### src/rtl/cpu_pkg.sv
// rtl/cpu_pkg.sv - shared opcodes, flag indices and execute-stage FSM encoding
package cpu_pkg;

  localparam logic [3:0] OP_ADD  = 4'd0;
  localparam logic [3:0] OP_ADDC = 4'd1;
  localparam logic [3:0] OP_SUB  = 4'd2;
  localparam logic [3:0] OP_CMP  = 4'd3;
  localparam logic [3:0] OP_AND  = 4'd4;
  localparam logic [3:0] OP_OR   = 4'd5;
  localparam logic [3:0] OP_XOR  = 4'd6;
  localparam logic [3:0] OP_MOV  = 4'd7;
  localparam logic [3:0] OP_LSH  = 4'd8;
  localparam logic [3:0] OP_ASHU = 4'd9;
  localparam logic [3:0] OP_MUL  = 4'd10;

  // Bit positions inside the {N,Z,F,L,C} flags register
  localparam int FLAG_C = 0;
  localparam int FLAG_L = 1;
  localparam int FLAG_F = 2;
  localparam int FLAG_Z = 3;
  localparam int FLAG_N = 4;

  typedef enum logic [1:0] {
    IDLE = 2'd0,
    ITER = 2'd1,
    DONE = 2'd2
  } state_t;

endpackage

### src/rtl/alu_iter_unit.sv
// rtl/alu_iter_unit.sv - one-step-per-cycle shifter and shift-add multiplier
module alu_iter_unit #(
  parameter int WIDTH = 16,
  parameter int CNT_W = 5
) (
  input  logic             clk,
  input  logic             reset_n,
  input  logic             load,
  input  logic             mul,
  input  logic             arith,
  input  logic             left,
  input  logic [CNT_W-1:0] steps,
  input  logic [WIDTH-1:0] a,
  input  logic [WIDTH-1:0] b,
  output logic             busy,
  output logic             last,
  output logic [WIDTH-1:0] result_next
);

  logic [WIDTH-1:0] acc;
  logic [WIDTH-1:0] mcand;
  logic [WIDTH-1:0] mplier;
  logic [CNT_W-1:0] count;
  logic             mode_mul;
  logic             mode_arith;
  logic             mode_left;

  assign busy = (count != '0);
  assign last = (count == CNT_W'(1));

  // The owner captures result_next on the last step, saving a cycle after the count expires
  always_comb begin
    result_next = acc;
    if (mode_mul) begin
      result_next = mplier[0] ? (acc + mcand) : acc;
    end else if (mode_left) begin
      result_next = {acc[WIDTH-2:0], 1'b0};
    end else if (mode_arith) begin
      result_next = {acc[WIDTH-1], acc[WIDTH-1:1]};
    end else begin
      result_next = {1'b0, acc[WIDTH-1:1]};
    end
  end

  always_ff @(posedge clk or negedge reset_n) begin
    if (!reset_n) begin
      acc        <= '0;
      mcand      <= '0;
      mplier     <= '0;
      count      <= '0;
      mode_mul   <= 1'b0;
      mode_arith <= 1'b0;
      mode_left  <= 1'b0;
    end else if (load) begin
      acc        <= mul ? '0 : a;
      mcand      <= a;
      mplier     <= b;
      count      <= steps;
      mode_mul   <= mul;
      mode_arith <= arith;
      mode_left  <= left;
    end else if (busy) begin
      acc    <= result_next;
      mcand  <= {mcand[WIDTH-2:0], 1'b0};
      mplier <= {1'b0, mplier[WIDTH-1:1]};
      count  <= count - CNT_W'(1);
    end
  end

endmodule

### src/rtl/alu_exec.sv
// rtl/alu_exec.sv - execute stage: single-cycle ALU, flags and regfile write-back FSM
module alu_exec
  import cpu_pkg::*;
#(
  parameter int WIDTH     = 16,
  parameter int MUL_STEPS = 16
) (
  input  logic             clk,
  input  logic             reset_n,
  input  logic             start,
  input  logic [3:0]       opcode,
  input  logic [3:0]       dst_addr,
  input  logic [WIDTH-1:0] dst_data,
  input  logic [WIDTH-1:0] src_data,
  output logic             ready,
  output logic             done,
  output logic             wb_write,
  output logic [3:0]       wb_addr,
  output logic [WIDTH-1:0] wb_data,
  output logic [4:0]       flags
);

  localparam int CNT_W = $clog2(MUL_STEPS + 1);

  state_t           state;
  logic [3:0]       addr_q;
  logic [WIDTH-1:0] alu_res;
  logic [4:0]       alu_flags;
  logic             alu_write;
  logic [WIDTH:0]   sum;
  logic [4:0]       amt_mag;
  logic             shift_op;
  logic             iter_op;
  logic [CNT_W-1:0] iter_steps;
  logic             iter_load;
  logic             iter_busy;
  logic             iter_last;
  logic [WIDTH-1:0] iter_result;

  // Shift amount is a signed 5-bit field: -16..15, magnitude up to 16
  assign amt_mag    = src_data[4] ? (5'd0 - src_data[4:0]) : src_data[4:0];
  assign shift_op   = (opcode == OP_LSH) || (opcode == OP_ASHU);
  assign iter_op    = (shift_op && (src_data[4:0] != 5'd0)) || (opcode == OP_MUL);
  assign iter_steps = (opcode == OP_MUL) ? CNT_W'(MUL_STEPS) : CNT_W'(amt_mag);
  assign iter_load  = (state == IDLE) && start && iter_op;

  alu_iter_unit #(
    .WIDTH(WIDTH),
    .CNT_W(CNT_W)
  ) u_iter (
    .clk        (clk),
    .reset_n    (reset_n),
    .load       (iter_load),
    .mul        (opcode == OP_MUL),
    .arith      (opcode == OP_ASHU),
    .left       (!src_data[4]),
    .steps      (iter_steps),
    .a          (dst_data),
    .b          (src_data),
    .busy       (iter_busy),
    .last       (iter_last),
    .result_next(iter_result)
  );

  always_comb begin
    alu_res   = '0;
    alu_flags = flags;
    alu_write = 1'b1;
    sum       = '0;
    case (opcode)
      OP_ADD, OP_ADDC: begin
        sum = {1'b0, dst_data} + {1'b0, src_data}
            + {{WIDTH{1'b0}}, (opcode == OP_ADDC) & flags[FLAG_C]};
        alu_res           = sum[WIDTH-1:0];
        alu_flags[FLAG_C] = sum[WIDTH];
        alu_flags[FLAG_F] = (dst_data[WIDTH-1] == src_data[WIDTH-1]) &&
                            (sum[WIDTH-1] != dst_data[WIDTH-1]);
      end
      OP_SUB: begin
        sum               = {1'b0, dst_data} - {1'b0, src_data};
        alu_res           = sum[WIDTH-1:0];
        alu_flags[FLAG_C] = sum[WIDTH];
        alu_flags[FLAG_F] = (dst_data[WIDTH-1] != src_data[WIDTH-1]) &&
                            (sum[WIDTH-1] != dst_data[WIDTH-1]);
      end
      OP_CMP: begin
        alu_write         = 1'b0;
        alu_res           = wb_data;
        alu_flags[FLAG_Z] = (dst_data == src_data);
        alu_flags[FLAG_L] = (dst_data < src_data);
        alu_flags[FLAG_N] = ($signed(dst_data) < $signed(src_data));
      end
      OP_AND:           alu_res = dst_data & src_data;
      OP_OR:            alu_res = dst_data | src_data;
      OP_XOR:           alu_res = dst_data ^ src_data;
      OP_MOV:           alu_res = src_data;
      OP_LSH, OP_ASHU:  alu_res = dst_data;
      OP_MUL:           alu_res = '0;
      default: begin
        alu_write = 1'b0;
        alu_res   = '0;
      end
    endcase
  end

  always_ff @(posedge clk or negedge reset_n) begin
    if (!reset_n) begin
      state    <= IDLE;
      ready    <= 1'b1;
      done     <= 1'b0;
      wb_write <= 1'b0;
      wb_addr  <= '0;
      wb_data  <= '0;
      flags    <= '0;
      addr_q   <= '0;
    end else begin
      done     <= 1'b0;
      wb_write <= 1'b0;
      case (state)
        IDLE: begin
          if (start) begin
            ready  <= 1'b0;
            addr_q <= dst_addr;
            if (iter_op) begin
              state <= ITER;
            end else begin
              state    <= DONE;
              done     <= 1'b1;
              wb_write <= alu_write;
              wb_addr  <= dst_addr;
              wb_data  <= alu_res;
              flags    <= alu_flags;
            end
          end
        end
        ITER: begin
          if (iter_last) begin
            state    <= DONE;
            done     <= 1'b1;
            wb_write <= 1'b1;
            wb_addr  <= addr_q;
            wb_data  <= iter_result;
          end else if (!iter_busy) begin
            state <= IDLE;
            ready <= 1'b1;
          end
        end
        DONE: begin
          state <= IDLE;
          ready <= 1'b1;
        end
        default: begin
          state <= IDLE;
          ready <= 1'b1;
        end
      endcase
    end
  end

endmodule

### config.mk
export PLATFORM = sky130hd
export DESIGN_NAME = alu_exec
export DESIGN_NICKNAME = d
export VERILOG_FILES = /design/src/rtl/cpu_pkg.sv /design/src/rtl/alu_iter_unit.sv /design/src/rtl/alu_exec.sv
export SDC_FILE = /design/constraint.sdc
export NUM_CORES = 1
export LEC_CHECK = 0
export CAP_MARGIN = 20
export CELL_PAD_IN_SITES_DETAIL_PLACEMENT = 1
export CELL_PAD_IN_SITES_GLOBAL_PLACEMENT = 2
export CORE_AREA = 2 2 160 162
export DETAILED_ROUTE_END_ITERATION = 8
export DIE_AREA = 0 0 162 164
export GPL_TIMING_DRIVEN = 0
export PLACE_DENSITY_LB_ADDON = 0.05
export SYNTH_ARGS = -nofsm -noshare
export SYNTH_HDL_FRONTEND = slang
export SYNTH_HIERARCHICAL = 1
export SYNTH_SLANG_ARGS = --single-unit
### constraint.sdc
create_clock -name clk -period 5.3 [get_ports clk]
set_clock_uncertainty 0.15 [all_clocks]
set_input_delay 0.795 -clock clk [delete_from_list [all_inputs] [get_ports clk]]
set_output_delay 0.795 -clock clk [all_outputs]
set_load 0.005 [all_outputs]
After elaboration in Yosys (flattened, before gate mapping) --
Cells that the tools add are included. W data, S select, Z words.
Word-level totals: flip-flop bits (word level) 90, input bits 43, logic and storage cells 121
Cells by class: add/subtract/negate cells 6, magnitude comparators 2, reductions and logical operators 25, muxes and demuxes 43, bitwise gates (word level) 5, equality and inequality tests 24
Operators with widths (count):
- $mux W16 | 14
- $pmux W16 S8 | 1
- $lt A16 B16 Y1 | 2
- $pmux W16 S2 | 1
- $mux W5 | 4
- $add A16 B16 Y17 | 1
- $add A17 B1 Y17 | 1
- $sub A16 B16 Y17 | 1
- $add A16 B16 Y16 | 1
- $and A16 B16 Y16 | 1
- $eq A16 B16 Y1 | 1
- $eq A4 B3 Y1 const B | 4
- $or A16 B16 Y16 | 1
- $xor A16 B16 Y16 | 1
- $eq A4 B4 Y1 const B | 3
- $mux W4 | 3
- $ne A2 B2 Y1 const B | 6
- $reduce_and A4 Y1 | 3
- $pmux W1 S2 | 5
- $reduce_bool A5 Y1 | 2
- $reduce_or A10 Y1 | 1
- $mux W1 | 9
- $eq A4 B2 Y1 const B | 2
- $mux W2 | 4
- 22 further kinds | 33

Logic depth before layout (Yosys ltp) --
depth in word-level cells 7, gate-level depth with buffers 14, mapped depth without buffers 11

Hierarchy --
Netlist, hierarchy kept.
By module, submodules not included:
- alu_exec | cells an instance 614, times used 1, area an instance 4689.5 um2
- alu_iter_unit | cells an instance 427, times used 1, area an instance 3890.0 um2

Least setup slack after synthesis --
No wires, ideal clock.
path kind input-to-reg, from in opcode[1], to reg wb_data[12], required time 5.018 ns, stages 14, data arrival time 3.597 ns, setup slack 1.421 ns, library setup time 0.132 ns, cell sequence buf_2 buf_2 nor3_1 clkbuf_1 nand3_1 fa_1 fa_1 nor2b_1 o2111ai_1 nand2_1 a211oi_1 xnor2_1 a221oi_1 o21ai_0
Between the ends: longest elaborated chain between the ends 7, elaborated cells between the ends (all ways) 25
RTL lines:
- from (decl) | line alu_exec.sv:11 | input logic [3:0] opcode,
- $eq A4 B1 Y1 | line alu_exec.sv:70, alu_exec.sv:73
- $and A1 B1 Y1 | line alu_exec.sv:73 | + {{WIDTH{1'b0}}, (opcode == OP_ADDC) & flags[FLAG_C]};
- $add A17 B1 Y17 | line alu_exec.sv:73
- $pmux W16 S8 | line alu_exec.sv:70 | case (opcode)
- $mux W16 | line alu_exec.sv:124 | if (iter_op) begin
- $mux W16 | line alu_exec.sv:121 | if (start) begin
- $pmux W16 S2 | line alu_exec.sv:119 | case (state)
- to (signal assigned) | line alu_exec.sv:131 | wb_data <= alu_res;
- to (signal assigned) | line alu_exec.sv:142 | wb_data <= iter_result;
- to (decl) | line alu_exec.sv:19 | output logic [WIDTH-1:0] wb_data,
Several ways; a longest one is shown, not always the timed one. The select of a mux whose other input is x is not followed. A chain may end at the register's enable or synchronous reset.

Final worst setup path --
from in opcode[3], to reg wb_data[12]
Same word-level chain as after synthesis.

==> flow_metrics.py <==
metrics = {
    "logic_synthesis": {
        "synth_flop_cell": "dfrtp_1",
        "synth-seq-area-share_pct": 26.27,
        "mapped_cells": 1041,
        "synth.cell_area_um2": 8579,
        "number_of_warnings_reported_in_the_yosys_synthesis_log": 6,
        "syn-num-nets": 1156,
        "number_of_enable_type_register_cells_in_the_synthesized_netlist": 0,
        "netlist-cell-type-count": 95,
        "asyncSetResetFlopFracSynth_pct": 100.0,
        "postSynthRegisterBits": 90,
        "syn_avg_cell_area_um2": 8.242,
    },
    "routing": {
        "wire_per_inst_um": 24.14,
        "detail-route-antenna-nets": 0,
        "detailedRoute.firstIterationViolations": 563,
        "route.detailed.drc": 0,
        "avgViaCountPerCell": 5.742,
        "drt_first_pass_iters": 5,
        "routed_wirelength_um": 35150,
        "detailroute.via_count": 8361,
    },
    "placement": {
        "place_congestion": 0.9535,
        "port_buffers": 68,
        "dp.final_hpwl_um": 27710,
    },
    "floorplanning": {
        "die_area_um2": 26570,
        "rows": 58,
        "die_height_um": 164,
        "floorplan.initialDensity_pct": 34.57,
        "dieWidth_um": 162,
        "design.core.area_um2": 24820,
        "floorplan.io_pins": 71,
    },
    "outcome": {
        "run_status": "finished, final reports clean",
    },
    "clocking": {
        "clock_tree.htree_level_count": 3,
        "root_buffer": "clkbuf_16",
        "tritoncts": "built",
        "cts_hold_buffers_added": 0,
        "clock-sinks": 90,
        "cts.reportedPaths.clkPinSlew_ps": 70,
        "post_cts_resize_count": 0,
        "clock_insertion_delay_worst_skew_ps": 360,
        "number_of_buffers_between_clock_root_and_the_deepest_sink": 2,
        "number_of_buffers_created_by_cts": 9,
        "cts_post_setup_buffers_inserted": 0,
    },
    "layout": {
        "multi_input_gate_area_um2": 5776,
        "final_core_utilization_pct": 40.47,
        "num-fill-cells": 2985,
        "most_common_library_cell_in_the_layout_ignoring_fill_and_taps": "nand2_1",
        "num_antenna_cells": 0,
        "highest_count_cells_in_the_layout_ignoring_fill_and_taps": "nand2_1 (125), dfrtp_1 (89), o21ai_0 (74)",
        "fin_nets": 1236,
        "final_layout_size_suffix_gt1_share_pct": 10.12,
        "synthToLayoutAreaGrowth_pct": 17.08,
        "area.sequential_um2": 2253,
    },
    "critical_path": {
        "timing_worst_setup_path_type": "in -> reg",
        "crit_path_start_kind": "input port",
        "worst-r2r-setup-slack_ps": 1870,
        "critical_path_required_ps": 5370,
        "cp_data_arrival_time_ps": 5170,
        "end_kind": "flip-flop",
        "crit_fanout": 10,
    },
    "flow_run": {
        "maximum_capacitance_violations": 0,
    },
    "timing": {
        "setup_total_negative_slack_ps": 0,
        "grt_setup_unrepaired": "no",
        "timing.final.max_slew_violations": 0,
        "setup_viol_count_final": 0,
        "period_minus_slack_ps": 5097,
        "fmaxAchievable_ghz": 0.1962,
        "worst_slew_margin_rel_pct": 27.37,
        "final_count_of_hold_timing_violations": 0,
        "worst_hold_slack_after_final_layout_ps": 307.8,
        "post-route-period-util_pct": 96.17,
        "worst_slew_pin_slew_ps": 1085,
    },
    "global_route": {
        "grt_first_pass_wirelength_um": 53930,
        "groute.usage.overall_pct": 27.04,
        "grt_max_degree": 50,
        "first_global_vias": 8626,
        "antenna_found_initial": 0,
        "grt-ovfl-total": 0,
    },
    "power_and_ir_drop": {
        "p_sw_mw": 2.041,
        "seq_power_share_pct": 27.8,
        "power_per_cell_area_nw_per_um2": 453.5,
        "vdd_ir_drop_max_v": 0.0001844,
        "cellLeakagePower_nw": 4.357,
        "sw_frac_of_total_pct": 44.80,
        "power.internal_mw": 2.514,
        "power_frac_comb_pct": 55.1,
        "p_clk_share_pct": 17.1,
    },
    "min_path": {
        "holdCritPathClass": "in -> async",
    },
}
## final timing paths
kind / from / to / depth (start not counted)
hold / removal: reset_n / u_iter/mplier[3]$_DFFE_PN0P_ / 1
setup reg to reg: state[0]$_DFFE_PN0P_ / u_iter/count[2]$_DFFE_PN0P_ / 9
hold reg to reg: addr_q[3]$_DFFE_PN0P_ / addr_q[3]$_DFFE_PN0P_ / 2
min in group clk: addr_q[3]$_DFFE_PN0P_ / addr_q[3]$_DFFE_PN0P_ / 2
setup / recovery: opcode[3] / wb_data[12]$_DFFE_PN0P_ / 14
max in group asynchronous: reset_n / ready$_DFFE_PN1P_ / 2
## kinds of logic after synthesis
group / Yosys count / share of synthesized area (%)
AOI/OAI and AO/OA: 352 / 28.31
and+or+nand+nor: 305 / 16.99
buffers and inverters: 130 / 6.417
DFF: 90 / 26.27
muxes: 72 / 9.129
adders and majority gates: 72 / 10.85
xor gates and xnor gates: 20 / 2.042
## power by group through the flow
stage / combinational [mW] / clock [mW] / sequential, mW
2_1_floorplan: 1.68 / 0 / 1.17
3_5_place_dp: 2.49 / 0 / 1.28
4_1_cts: 2.51 / 0.797 / 1.27
5_1_grt: 2.78 / 0.828 / 1.31
3_3_place_gp: 2.46 / 0 / 1.28
6_report: 2.51 / 0.779 / 1.27
## routing by layer
| layer | up-vias | GRT usage, % | share of wire [%] |
|---|---|---|---|
| met2 | 176 | 46.67 | 48 |
| met1 | 4180 | 35.97 | 46 |
| met3 | 41 | 2.475 | 2.8 |
| met4 | 0 | 8.166 | 2.7 |
| met5 | - | 0 | 0 |
| li1 | 3964 | - | - |
## metrics by stage
step	total power [mW]	instances	cell area, um^2	setup slack (ps)
after floorplan	2.850	1041	8579	1421
after global placement	3.735	1439	9673	-574.7
after detailed placement	3.772	1440	9698	-89.21
after CTS	4.577	1456	10040	293.3
after global routing	4.915	1456	10040	76.47
final	4.555	1456	10040	202.8
## cells in the mapped netlist (20+ instances only)
cell type | number | area (um^2)
o21ai_0 | 74 | 370.4
o22ai_1 | 20 | 125.1
dfrtp_1 | 89 | 2227
nand2_1 | 125 | 469.2
nor3_1 | 23 | 115.1
mux2i_1 | 58 | 580.6
nor2_1 | 64 | 240.2
ha_1 | 68 | 850.8
o21ai_1 | 24 | 120.1
inv_1 | 63 | 236.5
buf_2 | 32 | 160.2
a21oi_1 | 73 | 365.4
clkbuf_1 | 27 | 101.4
## state kept, by name, indices dropped and copies added (netlist names), 4 cells and up
signal         flops
u_iter/mcand      16
flags              5
wb_data           16
u_iter/count       5
u_iter/acc        16
u_iter/mplier     16
addr_q             4
wb_addr            4
## final cells by class
| cell class | instances | share of cell area (%) |
|---|---|---|
| repair buffers | 69 | 7.025 |
| multi-input cells | 821 | 57.50 |
| clock buffers | 9 | 2.242 |
| flip-flops and latches | 90 | 22.43 |
| plain buffers | 65 | 3.052 |
| well taps | 330 | 4.111 |
| clock inverters | 7 | 1.208 |
| inverters | 65 | 2.429 |
## critical path, cell delays in order
cell and delay (ps):
clkdlybuf4s50_1 490, buf_2 250, nor3_1 450, clkbuf_1 530
nand3_1 220, fa_1 450, fa_1 440, nor2b_1 210
o2111ai_1 120, nand2_1 280, a211oi_1 140, xnor2_1 150
a221oi_1 500, o21ai_0 130
(Power assumes the default switching activity.)
